===== src/rtl/hazard_stall_ctrl.sv =====
// Pipeline hazard and stall controller.
// Decodes load-use bubbles, taken-branch flushes and data-memory wait/freeze from a small
// RUN / MEMWAIT / ABORT state machine. Outputs are combinational; state and counters are
// registered. A memory access that never acknowledges is aborted after MEM_TIMEOUT wait
// cycles and latches a sticky error flag.
module hazard_stall_ctrl #(
  parameter logic [7:0] MEM_TIMEOUT = 8'd200
) (
  input  logic        clk_i,
  input  logic        rst_i,
  input  logic [4:0]  ID_Rs_i,
  input  logic [4:0]  ID_Rt_i,
  input  logic        ID_UsesRt_i,
  input  logic [4:0]  EX_Rt_i,
  input  logic        EX_MemRead_i,
  input  logic        ID_BranchTaken_i,
  input  logic        MemReq_i,
  input  logic        MemAck_i,
  output logic        IsHazzard_o,
  output logic        PCWrite_o,
  output logic        IFIDWrite_o,
  output logic        IFFlush_o,
  output logic        Freeze_o,
  output logic        MemErr_o,
  output logic [15:0] StallCnt_o
);

  typedef enum logic [1:0] {StRun, StMemWait, StAbort} state_e;

  state_e      state_q, state_d;
  logic [7:0]  wait_cnt_q, wait_cnt_d;
  logic        mem_err_q, mem_err_d;
  logic [15:0] stall_cnt_q, stall_cnt_d;

  logic load_use;
  logic mem_miss;

  assign load_use = EX_MemRead_i & (EX_Rt_i != 5'd0) &
                    ((EX_Rt_i == ID_Rs_i) | (ID_UsesRt_i & (EX_Rt_i == ID_Rt_i)));
  assign mem_miss = MemReq_i & ~MemAck_i;

  // Next-state and output decode.
  always_comb begin
    state_d     = state_q;
    wait_cnt_d  = wait_cnt_q;
    mem_err_d   = mem_err_q;
    IsHazzard_o = 1'b0;
    PCWrite_o   = 1'b1;
    IFIDWrite_o = 1'b1;
    IFFlush_o   = 1'b0;
    Freeze_o    = 1'b0;

    if (rst_i) begin
      // Register reset happens at the edge; here only the controls are forced.
      IsHazzard_o = 1'b1;
      IFFlush_o   = 1'b1;
      PCWrite_o   = 1'b0;
      IFIDWrite_o = 1'b0;
    end else begin
      unique case (state_q)
        StRun: begin
          if (mem_miss) begin
            Freeze_o    = 1'b1;
            PCWrite_o   = 1'b0;
            IFIDWrite_o = 1'b0;
            state_d     = StMemWait;
            wait_cnt_d  = 8'd1;
          end else if (load_use) begin
            IsHazzard_o = 1'b1;
            PCWrite_o   = 1'b0;
            IFIDWrite_o = 1'b0;
          end else if (ID_BranchTaken_i) begin
            IFFlush_o = 1'b1;
          end
        end
        StMemWait: begin
          if (MemAck_i) begin
            // Ack releases the freeze this cycle; ack beats a coincident timeout.
            state_d    = StRun;
            wait_cnt_d = 8'd0;
            if (load_use) begin
              IsHazzard_o = 1'b1;
              PCWrite_o   = 1'b0;
              IFIDWrite_o = 1'b0;
            end else if (ID_BranchTaken_i) begin
              IFFlush_o = 1'b1;
            end
          end else begin
            Freeze_o    = 1'b1;
            PCWrite_o   = 1'b0;
            IFIDWrite_o = 1'b0;
            if (wait_cnt_q == MEM_TIMEOUT) begin
              state_d    = StAbort;
              mem_err_d  = 1'b1;
              wait_cnt_d = 8'd0;
            end else begin
              wait_cnt_d = wait_cnt_q + 8'd1;
            end
          end
        end
        StAbort: begin
          // One-cycle squash of the stalled instruction after a memory timeout.
          IsHazzard_o = 1'b1;
          IFFlush_o   = 1'b1;
          PCWrite_o   = 1'b0;
          IFIDWrite_o = 1'b0;
          state_d     = StRun;
        end
        default: begin
          state_d    = StRun;
          wait_cnt_d = 8'd0;
        end
      endcase
    end
  end

  // Saturating stall counter; reset cycles are not counted.
  always_comb begin
    stall_cnt_d = stall_cnt_q;
    if (!rst_i && !PCWrite_o && (stall_cnt_q != 16'hFFFF)) begin
      stall_cnt_d = stall_cnt_q + 16'd1;
    end
  end

  // State and counter registers with synchronous reset.
  always_ff @(posedge clk_i) begin
    if (rst_i) begin
      state_q     <= StRun;
      wait_cnt_q  <= 8'd0;
      mem_err_q   <= 1'b0;
      stall_cnt_q <= 16'd0;
    end else begin
      state_q     <= state_d;
      wait_cnt_q  <= wait_cnt_d;
      mem_err_q   <= mem_err_d;
      stall_cnt_q <= stall_cnt_d;
    end
  end

  assign MemErr_o   = mem_err_q;
  assign StallCnt_o = stall_cnt_q;

endmodule


===== config.mk =====
export PLATFORM = sky130hd
export DESIGN_NAME = hazard_stall_ctrl
export DESIGN_NICKNAME = d
export VERILOG_FILES = /design/src/rtl/hazard_stall_ctrl.sv
export SDC_FILE = /design/constraint.sdc
export NUM_CORES = 1
export LEC_CHECK = 0
export CAP_MARGIN = 10
export CORE_MARGIN = 2
export CORE_UTILIZATION = 52
export CTS_CLUSTER_DIAMETER = 120
export DETAILED_ROUTE_END_ITERATION = 8
export GPL_ROUTABILITY_DRIVEN = 0
export PLACE_DENSITY = 0.87
export SYNTH_ARGS = -nofsm -noshare
export SYNTH_HDL_FRONTEND = slang
export SYNTH_SLANG_ARGS = --single-unit

===== constraint.sdc =====
create_clock -name clk_i -period 6.93 [get_ports clk_i]
set_input_delay 1.7325 -clock clk_i [delete_from_list [all_inputs] [get_ports clk_i]]
set_output_delay 1.7325 -clock clk_i [all_outputs]
set_load 0.02 [all_outputs]

==> results.md <==
* Synth Cell Area at 1620 µm²
* Maximum clock path buffer count at 2
* Worst Hold Path EP: MemErr_o$_SDFFE_PP0P_
* Area of the die at about 3600 µm²
* Number of global-route vias before repair at between 1,000 and 1,500
* Critical path required time at 5.20 ns
* Proportion of synthesized chip area in sequential cells at around a third
* Unique cell type count in the Yosys netlist at 45
* Setup CP Type: in -> out
* Clock Skew at 0.0114 ns
* Final hold viol count at 0
* Number of resized instances in the post-cts repair step at 0
* Run status: complete, no violations
* Fin util at about two thirds
* Data arrival, critical path at ~4.3 ns
* Overall power consumption at 276 µW
* CTS H-tree lvls at 1
* Root Buffer: sky130_fd_sc_hd__clkbuf_4
* Type of element capturing the critical path: output port
* Routed len/inst at 14.1 µm
* GRT Util Overall at roughly 21%
* Syn avg cell area at between 8 and 9 µm²
* Yosys reg bits at 27
* YS warnings at 0
* Reg clk slew, reported paths at between 0.1 and 0.15 ns
* Boundary pin count at 44
* Leakage power summed over all cells at between 0.7 and 0.8 nW
* Sort of element at the start of the critical path: input pin
* Worst min-delay path category: reg -> reg
* RSZ-0062 raised after global routing: no
* Die Y at roughly 60 µm
* Reg2reg setup slack at around 4.8 ns
* Post-CTS Setup Bufs at 0
* Sinks on Clock Net at 27
* Violation count after the first detailed-route iteration at a little under 70
* First-pass GRT wire length at just under 6000 µm
* Total clock buffers created by CTS at 3
* Launch point of the worst hold path: MemErr_o$_SDFFE_PP0P_
* Start of the worst register-to-register path: state_q[0]$_SDFFE_PP0P_
* Worst-path maximum fanout at 5
* Worst reg-to-reg path cell count at 5
* Net count after synthesis at roughly 220
* Initial core utilization at a little over half
* Count of pins over their slew limit at 0
* Clock tree from TritonCTS: built
* Grt total ovfl at 0
* Width of the chip at roughly 60 µm
* Total via count in the routed design at 1,579
* Worst Max-Slew Pin Slew at ~0.7 ns
* Maximum number of pins on one net before global-route repair at 26
* Sum of negative setup slack at 0 ns
* Minimum hold slack at around 0.46 ns
* Clock insertion delay at the later pin of the skew report at 0.33 ns
* Count of buffers inserted at the top-level ports at 43
* Core Region at 3000 µm²
* Worst voltage drop across the vdd grid at 91.7 µV
* Area occupied by registers at roughly 540 µm²
* Share of the cycle needed by the critical path after routing at between 80% and 90%
* Placement Rows at 20
* Cts-stage hold buffer count at 0
* Min cycle time layout at about 6 ns
* Signed area change from the synthesized netlist to the final layout at 26.9%
* Net total in the final layout at between 200 and 300
* Number of enable flip-flop cells after synthesis at 0
* Synth Instances at slightly below 200
* R2R Path End: StallCnt_o[9]$_SDFFE_PP0P_
* Power density of the placed cells at ~130 nW/µm²
* Worst Hold Depth at 2
* Area used by multi-input combinational logic at ~990 µm²
* Remaining antenna violation count after routing at 0
* Estimated wirelength of the detail-placed design at 2760 µm
* Flip-flop cell with the highest count after synthesis: sky130_fd_sc_hd__dfxtp_1
* Relative slew margins at a little over half
* Total DRC errors in the routed layout at 0
* Max Freq at 165 MHz
* Share of layout cells above drive strength 1 at between 6 and 7%
* Drt via density at a little under 6
* Post-synth ARST share at 0%
* Number of antenna diodes at 0
* # setup viols final at 0
* Routed Wire Length at approximately 3800 µm
* Maximum Capacitance Violations at 0
* Router iterations before antenna repair at 6
* Fill cell count at approximately 260
* Number of antenna violations at the first check in global routing at 0
-- cell families (layout without fill, tap and decap cells) --
family / Yosys count / count (layout) / synth area share [%]
adders and majority gates: 3 / 3 / 2.31
xor gates and xnor gates: 15 / 15 / 8.10
buffers and inverters: 15 / 55 / 5.86
DFF: 27 / 27 / 33.3
AOI/OAI and AO/OA: 45 / 45 / 18.0
and+or+nand+nor: 85 / 85 / 30.1
muxes: 3 / 3 / 2.31
-- sequential cells by signal (all words and copies together) (netlist names) --
| signal | flops |
|---|---|
| MemErr_o | 1 |
| StallCnt_o | 16 |
| state_q | 2 |
| wait_cnt_q | 8 |
-- worst max path at each step --
stage               startpoint          end  slack, ns
floorplan           EX_Rt_i[1]    PCWrite_o       1.65
global placement    EX_Rt_i[1]    PCWrite_o       0.93
detailed placement  EX_Rt_i[1]  IFIDWrite_o       0.88
CTS                 EX_Rt_i[1]  IFIDWrite_o       0.87
global route        EX_Rt_i[1]  IFIDWrite_o       0.75
finish              EX_Rt_i[1]  IFIDWrite_o       0.89
-- Yosys cell counts, types with 3 or more instances --
cell type,instances,share of area [%]
sky130_fd_sc_hd__a21oi_1,18,5.6
sky130_fd_sc_hd__buf_6,4,2.8
sky130_fd_sc_hd__dfxtp_1,27,33
sky130_fd_sc_hd__ha_1,3,2.3
sky130_fd_sc_hd__inv_1,7,1.6
sky130_fd_sc_hd__nand2_1,12,2.8
sky130_fd_sc_hd__nand3_1,8,2.5
sky130_fd_sc_hd__nand4_1,9,3.5
sky130_fd_sc_hd__nor2_1,19,4.4
sky130_fd_sc_hd__nor2b_1,3,1.2
sky130_fd_sc_hd__nor3_1,3,0.92
sky130_fd_sc_hd__o21ai_0,13,4.0
sky130_fd_sc_hd__or3_1,9,3.5
sky130_fd_sc_hd__or4_1,4,1.9
sky130_fd_sc_hd__xnor2_1,3,1.6
sky130_fd_sc_hd__xor2_1,12,6.5
-- per-layer routing --
layer / track usage (%) / part of all wire, % / vias up
li1: - / - / 789
met1: 27.9 / 44 / 726
met2: 33.9 / 45 / 59
met3: 4.98 / 10 / 5
met4: 9.52 / 1.5 / 0
met5: 0 / 0 / -
-- cells in the final DEF (no fill, tap or decap), types with 7 or more instances in the layout --
| cell type | n |
|---|---|
| sky130_fd_sc_hd__a21oi_1 | 18 |
| sky130_fd_sc_hd__clkdlybuf4s50_1 | 43 |
| sky130_fd_sc_hd__dfxtp_1 | 27 |
| sky130_fd_sc_hd__inv_1 | 7 |
| sky130_fd_sc_hd__nand2_1 | 12 |
| sky130_fd_sc_hd__nand3_1 | 8 |
| sky130_fd_sc_hd__nand4_1 | 9 |
| sky130_fd_sc_hd__nor2_1 | 19 |
| sky130_fd_sc_hd__o21ai_0 | 13 |
| sky130_fd_sc_hd__or3_1 | 9 |
| sky130_fd_sc_hd__xor2_1 | 12 |
-- per-stage QoR --
stage	instance area, µm²	cells	setup slack (ns)
2_1_floorplan	1620	193	1.65
3_3_place_gp	2030	262	0.927
3_5_place_dp	2030	262	0.881
4_1_cts	2060	266	0.875
5_1_grt	2060	266	0.747
6_report	2060	266	0.887
-- power breakdown --
| part | internal (mW) | switching (mW) | leakage [nW] | total [mW] |
|---|---|---|---|---|
| Sequential | 0.157 | 0.00229 | 0.218 | 0.159 |
| Clock | 0.0226 | 0.0450 | 0.0150 | 0.0676 |
| Combinational | 0.0240 | 0.0258 | 0.479 | 0.0498 |
| Total | 0.203 | 0.0731 | 0.712 | 0.276 |
-- critical path: stages --
cell                              delay (ns)
sky130_fd_sc_hd__clkdlybuf4s50_1        0.46
sky130_fd_sc_hd__or4_1                  0.56
sky130_fd_sc_hd__o21a_1                 0.22
sky130_fd_sc_hd__a21boi_0               0.19
sky130_fd_sc_hd__or2_2                  0.34
sky130_fd_sc_hd__a21oi_1                0.16
sky130_fd_sc_hd__clkdlybuf4s50_1        0.64
-- layout make-up --
type                    count  share of cell area [%]
flip-flops and latches     27                    26.2
well taps                  33                    2.00
multi-input cells         151                    47.9
inverters                   7                    1.28
repair buffers             44                    21.3
clock buffers               4                    1.28
Power figures use the tool's default switching activity.
